## src/rtl/subtractor_pkg.sv

```systemverilog
// Shared definitions for the bit-serial subtractor: FSM state encoding and
// the default operand width.
package subtractor_pkg;

  localparam int SUB_WIDTH_DEF = 8;

  // Encoding 2'd3 is unused; the controller decodes it as IDLE.
  typedef enum logic [1:0] {
    IDLE  = 2'd0,
    SHIFT = 2'd1,
    DONE  = 2'd2
  } state_t;

endpackage

```

## src/rtl/full_subtractor.sv

```systemverilog
// Combinational 1-bit full subtractor built from two half subtractors.
// The first stage subtracts y from x; the second subtracts the incoming
// borrow from that partial difference. At most one stage can borrow, so
// OR-ing the two borrows gives the outgoing borrow.
module full_subtractor (
  input  logic i_x,
  input  logic i_y,
  input  logic i_bin,
  output logic o_d,
  output logic o_bout
);

  logic w_d1;
  logic w_b1;
  logic w_b2;

  half_subtractor u_hs_xy (
    .i_x    (i_x),
    .i_y    (i_y),
    .o_d    (w_d1),
    .o_bout (w_b1)
  );

  half_subtractor u_hs_bin (
    .i_x    (w_d1),
    .i_y    (i_bin),
    .o_d    (o_d),
    .o_bout (w_b2)
  );

  assign o_bout = w_b1 | w_b2;

endmodule

```

## src/rtl/half_subtractor.sv

```systemverilog
// Combinational 1-bit half subtractor: d = x - y, bout set when y > x.
module half_subtractor (
  input  logic i_x,
  input  logic i_y,
  output logic o_d,
  output logic o_bout
);

  assign o_d    = i_x ^ i_y;
  assign o_bout = ~i_x & i_y;

endmodule

```

## src/rtl/serial_subtractor_ctrl.sv

```systemverilog
// Bit-serial WIDTH-bit unsigned subtractor (diff = a - b). One full
// subtractor cell is reused over WIDTH cycles, operands fed LSB-first with
// the borrow held in a flip-flop between bits. start/busy/done handshake;
// a start during the done cycle is accepted for back-to-back operation.
module serial_subtractor_ctrl
  import subtractor_pkg::*;
#(
  parameter int WIDTH = SUB_WIDTH_DEF
) (
  input  logic             clk,
  input  logic             rst,
  input  logic             start,
  input  logic [WIDTH-1:0] a,
  input  logic [WIDTH-1:0] b,
  output logic             busy,
  output logic             done,
  output logic [WIDTH-1:0] diff,
  output logic             borrow_out
);

  // Counter only needs to reach WIDTH-1; keep at least one bit for WIDTH=1.
  localparam int CW = (WIDTH > 1) ? $clog2(WIDTH) : 1;
  localparam logic [CW-1:0] LAST_BIT = CW'(WIDTH - 1);

  state_t           r_state;
  logic [WIDTH-1:0] r_a_sh;
  logic [WIDTH-1:0] r_b_sh;
  logic [WIDTH-1:0] r_res;
  logic             r_borrow;
  logic [CW-1:0]    r_count;

  logic             w_d;
  logic             w_bout;
  logic [WIDTH-1:0] w_res_next;

  full_subtractor u_cell (
    .i_x    (r_a_sh[0]),
    .i_y    (r_b_sh[0]),
    .i_bin  (r_borrow),
    .o_d    (w_d),
    .o_bout (w_bout)
  );

  // Result register after this bit: new difference bit enters at the MSB so
  // that after WIDTH shifts bit 0 of the result sits at bit 0.
  generate
    if (WIDTH == 1) begin : g_res_w1
      assign w_res_next = w_d;
    end else begin : g_res_wn
      assign w_res_next = {w_d, r_res[WIDTH-1:1]};
    end
  endgenerate

  // Control FSM with datapath and registered handshake outputs.
  // NOTE: every register here uses non-blocking assignment so all state
  // updates on an edge see the pre-edge values, independent of statement order.
  always_ff @(posedge clk) begin
    if (rst) begin
      r_state    <= IDLE;
      r_a_sh     <= '0;
      r_b_sh     <= '0;
      r_res      <= '0;
      r_borrow   <= 1'b0;
      r_count    <= '0;
      busy       <= 1'b0;
      done       <= 1'b0;
      diff       <= '0;
      borrow_out <= 1'b0;
    end else begin
      case (r_state)
        SHIFT: begin
          r_res    <= w_res_next;
          r_a_sh   <= r_a_sh >> 1;
          r_b_sh   <= r_b_sh >> 1;
          r_borrow <= w_bout;
          if (r_count == LAST_BIT) begin
            r_state    <= DONE;
            busy       <= 1'b0;
            done       <= 1'b1;
            diff       <= w_res_next;
            borrow_out <= w_bout;
          end else begin
            r_count <= r_count + 1'b1;
          end
        end
        // IDLE and DONE accept a start identically; the unused encoding
        // falls in here too so a corrupted state recovers as IDLE.
        default: begin
          done <= 1'b0;
          if (start) begin
            r_state  <= SHIFT;
            r_a_sh   <= a;
            r_b_sh   <= b;
            r_borrow <= 1'b0;
            r_count  <= '0;
            busy     <= 1'b1;
          end else begin
            r_state <= IDLE;
            busy    <= 1'b0;
          end
        end
      endcase
    end
  end

endmodule

```

## config.mk

```make
export PLATFORM = sky130hd
export DESIGN_NAME = serial_subtractor_ctrl
export DESIGN_NICKNAME = d
export VERILOG_FILES = /design/src/rtl/subtractor_pkg.sv /design/src/rtl/full_subtractor.sv /design/src/rtl/half_subtractor.sv /design/src/rtl/serial_subtractor_ctrl.sv
export SDC_FILE = /design/constraint.sdc
export NUM_CORES = 1
export LEC_CHECK = 0
export BUFFER_PORTS_ARGS = -buffer_cell sky130_fd_sc_hd__buf_2
export CORE_ASPECT_RATIO = 0.75
export CORE_MARGIN = 2
export CORE_UTILIZATION = 30
export DETAILED_ROUTE_END_ITERATION = 7
export PLACE_DENSITY_LB_ADDON = 0.05
export SETUP_SLACK_MARGIN = 0.2
export SKIP_LAST_GASP = 1
export SLEW_MARGIN = 20
export SYNTH_ARGS = -nofsm -noshare
export SYNTH_HDL_FRONTEND = slang
export SYNTH_SLANG_ARGS = --single-unit
```

## constraint.sdc

```tcl
create_clock -name clk -period 2.1 [get_ports clk]
set_clock_uncertainty 0.15 [all_clocks]
set_input_delay 0.105 -clock clk [delete_from_list [all_inputs] [get_ports clk]]
set_output_delay 0.105 -clock clk [all_outputs]
set_load 0.05 [all_outputs]
```

=== Word-level counts from Yosys, hierarchy flattened ===
Index checks and enable logic that the tools add are counted.

* Register bits: 41
* Bits in latches: 0
* Bits in writable memories: 0
* Memory bits (read-only): 0
* Input port bits: 19
* Output and inout port bits: 11
* Logic and storage cells: 45
* Memories kept: 0

* $add $sub $neg: 1
* Multipliers: 0
* Divide/modulo/power cells: 0
* Order comparisons: 0
* Equal/unequal tests: 4
* Shift operators: 0
* Muxes and demuxes: 15
* Bitwise operators: 8
* Reductions and logical operators: 5

{| class="wikitable"
|+ Operators with widths
! kind !! number
|-
| 7-bit two-way mux || 4
|-
| 3-bit two-way mux || 3
|-
| 1-bit two-way mux || 6
|-
| 2-bit two-way mux || 2
|-
| 2-bit != test, second input constant || 2
|-
| 2-bit AND reduction || 2
|-
| 2-bit OR reduction || 2
|-
| 3-bit by 1-bit adder with 3-bit output, second input constant || 1
|-
| 3-bit == test, second input constant || 1
|-
| 1-bit NOT || 3
|-
| 1-bit bitwise AND || 2
|-
| 2-bit by 1-bit == test with 1-bit output, second input constant || 1
|-
| 2-bit nonzero test || 1
|-
| 1-bit bitwise XOR || 2
|-
| 1-bit OR || 1
|}

=== Longest topological paths before layout ===
* Word-level depth: 5
* Gate-level depth with buffers: 7

=== By module ===
Synthesis repeated with hierarchy kept, for this count alone.

* Cells, all modules: 178
* Area, all modules: 1620.3 sq um

{| class="wikitable"
|+ Modules (own cells, without submodules)
! module !! times used !! cells each !! area each (sq um) !! sequential area each (sq um)
|-
| serial_subtractor_ctrl || 1 || 171 || 1574.0 || 780.7
|-
| half_subtractor || 2 || 3 || 20.0 || 0.0
|-
| full_subtractor || 1 || 1 || 6.3 || 0.0
|}

=== Worst setup path after synthesis ===
Ideal clock, no wire load.

* Path type: flip-flop to flip-flop
* From: reg r_state[0]
* To: reg r_count[2]
* Data arrival time: 1278 ps
* Path slack: 539 ps
* Cell stages (with the launch flop): 6
* Buffers on the path: 2
* Clock period less this slack: 1561 ps
* Cells stage by stage: dfxtp_1 -> nand2b_1 -> buf_4 -> buf_6 -> a31oi_1 -> a21oi_1

* Longest elaborated chain between the ends: 3
* Elaborated cells between the ends (all ways): 5
* Classes of those cells: eq/ne (2); mux (1); reduce/logical (2)

{| class="wikitable"
|+ Ends and longest elaborated chain
! item !! line !! RTL
|-
| start, declared || serial_subtractor_ctrl.sv:25 || <nowiki>state_t r_state;</nowiki>
|-
| start signal, assigned || serial_subtractor_ctrl.sv:59 || <nowiki>r_state <= IDLE;</nowiki>
|-
| start signal, assigned || serial_subtractor_ctrl.sv:77 || <nowiki>r_state <= DONE;</nowiki>
|-
| start signal, assigned || serial_subtractor_ctrl.sv:91 || <nowiki>r_state <= SHIFT;</nowiki>
|-
| 2-bit by 1-bit == test with 1-bit output * || serial_subtractor_ctrl.sv:70 || <nowiki>case (r_state)</nowiki>
|-
| 2-bit != test (no source line) or 2-bit nonzero test (tied branches) || - ||
|-
| 2-bit AND reduction (no source line) || - ||
|-
| end signal, assigned || serial_subtractor_ctrl.sv:83 || <nowiki>r_count <= r_count + 1'b1;</nowiki>
|-
| end, declared || serial_subtractor_ctrl.sv:30 || <nowiki>logic [CW-1:0] r_count;</nowiki>
|}

Every way passes the cells marked *; elsewhere a longest branch is shown, timed or not.
A chain may end at the register's enable or synchronous reset.

=== Worst setup path after layout ===
* From: reg r_count[0]
* To: reg borrow_out

* Longest elaborated chain between the ends: 2

{| class="wikitable"
|+ Ends and longest elaborated chain
! item !! line !! RTL
|-
| 3-bit == test || serial_subtractor_ctrl.sv:76 || <nowiki>if (r_count == LAST_BIT) begin</nowiki>
|-
| 2-bit AND reduction (no source line) || - ||
|-
| end signal, assigned || serial_subtractor_ctrl.sv:81 || <nowiki>borrow_out <= w_bout;</nowiki>
|-
| end, declared || serial_subtractor_ctrl.sv:18 || <nowiki>output logic borrow_out</nowiki>
|}

Every way passes these cells.

==> results <==
- In the finished design, the share of the clock period the worst path needs comes to 81.1%.
- In this run, the number of DRC markers left after iteration 0 of detailed routing was 51.
- The worst-case IR drop observed on VDD is 0.275 mV.
- From synthesis to final layout, the design area changed by 15.8%.
- The number of filler cells placed in the layout is 580.
- The final route contains 1271 vias.
- The clock passes through at most 2 buffers.
- The arrival time reported for the critical path endpoint is 1760 ps.
- The synthesized netlist net count is 197.
- The clock network is responsible for 34.0% of the overall power.
- The number of max-cap violations is 0.
- Of the cells placed in the final design, the portion with a size suffix greater than 1 is 28.4%.
- Setup repair after global routing left no endpoint under its margin.
- In this run, the combinational gates consume 11.5% of the power.
- In the final layout, the multi-input gates occupy 792 um2.
- The number of top-level pins is 30.
- The total standard cell area after synthesis is 0.00170 mm2.
- The final routed DRC violation total is 0.
- After detailed routing, the number of vias per cell comes to 4.56.
- Net switching is 25.6% of the power.
- The via count of the first global-routing pass is 1268.
- The later-pin clock latency in the skew report is 290 ps.
- After synthesis, the share of flip-flops with an asynchronous set or reset is 0%.
- The detailed placement HPWL is 2.27 mm.
- Of the post-synthesis cell area, the dominant cell type holds 45.9%.
- The net switching power is 0.371 mW.
- The total area inside the core boundary comes to 0.00541 mm2.
- In the final design database the tool counted 225 nets.
- The hold violation count in the final report is 0.
- The kind of launch point of the worst setup path is a register.
- In this run the vertical extent of the chip is 69.2 um.
- The slew at the pin with the worst max-slew slack is 637 ps.
- The summed negative setup slack over all endpoints is 0 ps.
- The repair_antennas step left the layout with diodes totalling 0.
- Dividing total power by cell area gives a power density of 734 mW/mm2.
- TritonCTS built the clock tree.
- The setup path with the least slack is of type register to register.
- The leakage component of the power is 0.792 nW.
- The clock tree root driver cell is sky130_fd_sc_hd__clkbuf_8.
- On the final layout, the worst hold slack is 34.6 ps.
- After detailed routing, the total wire length is 3.34 mm.
- The first-pass GRT wire length is 5.81 mm.
- Along the worst path, the maximum fanout reaches 12.
- The number of cells on the worst reg-to-reg path is 6.
- The kind of end point of the critical path is a register.
- The cell-internal power is 1.08 mW.
- The share of synthesized area occupied by flip-flops and latches is 45.9%.
- Routability-driven placement finished with a final weighted congestion of 0.734.
- Subtracting the final worst setup slack from the clock period gives 1700 ps.
- Counting flops with a built-in enable in the synthesized netlist gives 0.
- The total area of sequential cells is 781 um2.
- The synthesized instance count is 175.
- The first-pass iteration count of the detailed router is 4.
- The most frequently used flop master after synthesis is sky130_fd_sc_hd__dfxtp_1.
- The final core utilization is 36.4%.
- The number of antenna violations at the first check in global routing is 0.
- The quantity of gates resized following cts is 0.
- The maximum number of pins on one net before global-route repair is 29.
- The number of H-tree branching levels is 2.
- The number of buffers created by CTS is 5.
- The number of sinks driven by the clock tree is 39.
- Summed over all instances, the cell type with the most area after synthesis is sky130_fd_sc_hd__dfxtp_1.
- The commonest cells after synthesis are sky130_fd_sc_hd__dfxtp_1 (39), sky130_fd_sc_hd__nand2_1 (32), sky130_fd_sc_hd__a21oi_1 (19).
- The sequential power share is 54.6%.
- Setup violations remaining at the end of the flow were counted as 0.
- The synthesized design contains 39 register bits.
- The total count of max-transition violations in the final report is 0.
- During placement, the flow inserted port buffers numbering 29.
- The die covers 0.00630 mm2.
- Along the worst hold path, the cell count comes to 3.
- The initial utilization of the core area, before any placement, comes to 31.5%.
- The completed layout was analyzed and its total power is 1.45 mW.
- For this run the aggregate overflow at the end of global routing stands at 0.
- In the final routed layout, each cell accounts on average for 12.0 um.
- The number of different library cells in the post-synthesis netlist is 24.
- The worst max-slew margin expressed relative to the limit is 57.6%.
- The path class of the tightest hold or removal check is primary input to register.
- In this run the core area contains 23 standard-cell rows.
- The required time at the worst-slack endpoint is 2150 ps.
- The library cell with the highest instance count after synthesis is sky130_fd_sc_hd__dfxtp_1.
- The Yosys warning count is 0.
- Static timing analysis puts the maximum clock frequency at 587 MHz.
- Dividing the synthesized area by the synthesized cell count gives 9.72 um2.
- Clock-pin slew was measured on the worst setup and hold paths at 80 ps.
- Global routing used 11.4% of the available tracks across all layers.
- After synthesis, the cell types taking the most area are sky130_fd_sc_hd__dfxtp_1 (46%), sky130_fd_sc_hd__a211oi_2 (11%), sky130_fd_sc_hd__mux2i_1 (9.4%), sky130_fd_sc_hd__nand2_1 (7.1%), sky130_fd_sc_hd__a21oi_1 (5.6%).
- The x dimension of the die is 91.0 um.
- The run finished with clean final reports.
- The detail route stage leaves a number of antenna-violating nets equal to 0.
## cell usage in the layout (no fill, tap or decap), drive strengths merged, types with 2 or more instances in the layout
cell type,netlist,final
dfxtp,39,39
buf,12,33
nand2,32,32
a21oi,19,19
nor2,18,18
mux2i,16,16
a211oi,16,16
clkbuf,2,6
inv,3,3
nor3,3,3
nand3,2,2
and4bb,2,2
a31oi,2,2
ha,2,2
dlygate4sd3,0,2
nand2b,2,2
## routing by layer
metal / up-vias / GRT usage (%) / wire, um
li1: 660 / - / -
met1: 580 / 14.6 / 1700
met2: 26 / 18.0 / 1420
met3: 5 / 3.80 / 188
met4: 0 / 4.04 / 38
met5: - / 0 / 0
## worst max-delay path: stages, from the launching register on
cell and delay (ps):
sky130_fd_sc_hd__dfxtp_1 380, sky130_fd_sc_hd__ha_1 170, sky130_fd_sc_hd__ha_1 240, sky130_fd_sc_hd__and3b_1 240, sky130_fd_sc_hd__buf_4 210, sky130_fd_sc_hd__nor2_1 50, sky130_fd_sc_hd__a211oi_1 190
## path summary, 6_finish.rpt
kind / slack [ps] / start / end
hold / removal: 30 / a[2] / r_a_sh[2]
setup / recovery: 400 / r_count[0] / borrow_out
setup reg to reg: 400 / r_count[0] / borrow_out
hold reg to reg: 310 / diff[3] / diff[3]
## cell families (layout without fill, tap and decap cells)
group / after synthesis / count (layout) / share of synthesized area (%)
AOI/OAI and AO/OA: 38 / 38 / 18.2
adders and majority gates: 3 / 3 / 2.65
buffers and inverters: 17 / 46 / 7.72
DFF: 39 / 39 / 45.9
muxes: 16 / 16 / 9.41
and+or+nand+nor: 62 / 62 / 16.1
## repair_timing
| action | 4_1_cts | 5_1_grt |
|---|---|---|
| setup buffers | 0 | 0 |
| hold buffers | 2 | 0 |
| endpoints found under the hold margin | 2 | 0 |
## cell type report
| cell class | instances | area share (%) |
|---|---|---|
| Multi-Input combinational cell | 119 | 40.2 |
| Sequential cell | 39 | 39.6 |
| Timing Repair Buffer | 35 | 10.5 |
| Tap cell | 75 | 4.76 |
| Clock buffer | 6 | 3.68 |
| Clock inverter | 2 | 0.635 |
| Inverter | 3 | 0.571 |
## sequential cells by signal, indices dropped and copies added (netlist names)
| signal | flops |
|---|---|
| r_state | 2 |
| r_a_sh | 8 |
| borrow_out | 1 |
| r_b_sh | 8 |
| r_borrow | 1 |
| done | 1 |
| diff | 8 |
| r_res | 7 |
| r_count | 3 |
## power groups by stage
stage	clock network (mW)	registers [mW]	logic, mW
5_1_grt	0.542	0.794	0.187
6_report	0.492	0.790	0.166
3_5_place_dp	0	0.807	0.167
2_1_floorplan	0	0.807	0.132
4_1_cts	0.515	0.790	0.170
3_3_place_gp	0	0.806	0.163
## per-stage QoR
stage	std cells	area, um2	setup WS [ps]
floorplan	175	1700	539
global placement	269	1870	511
detailed placement	269	1870	427
CTS	279	1970	398
global route	279	1970	261
finish	279	1970	398
(Power assumes the default switching activity.)
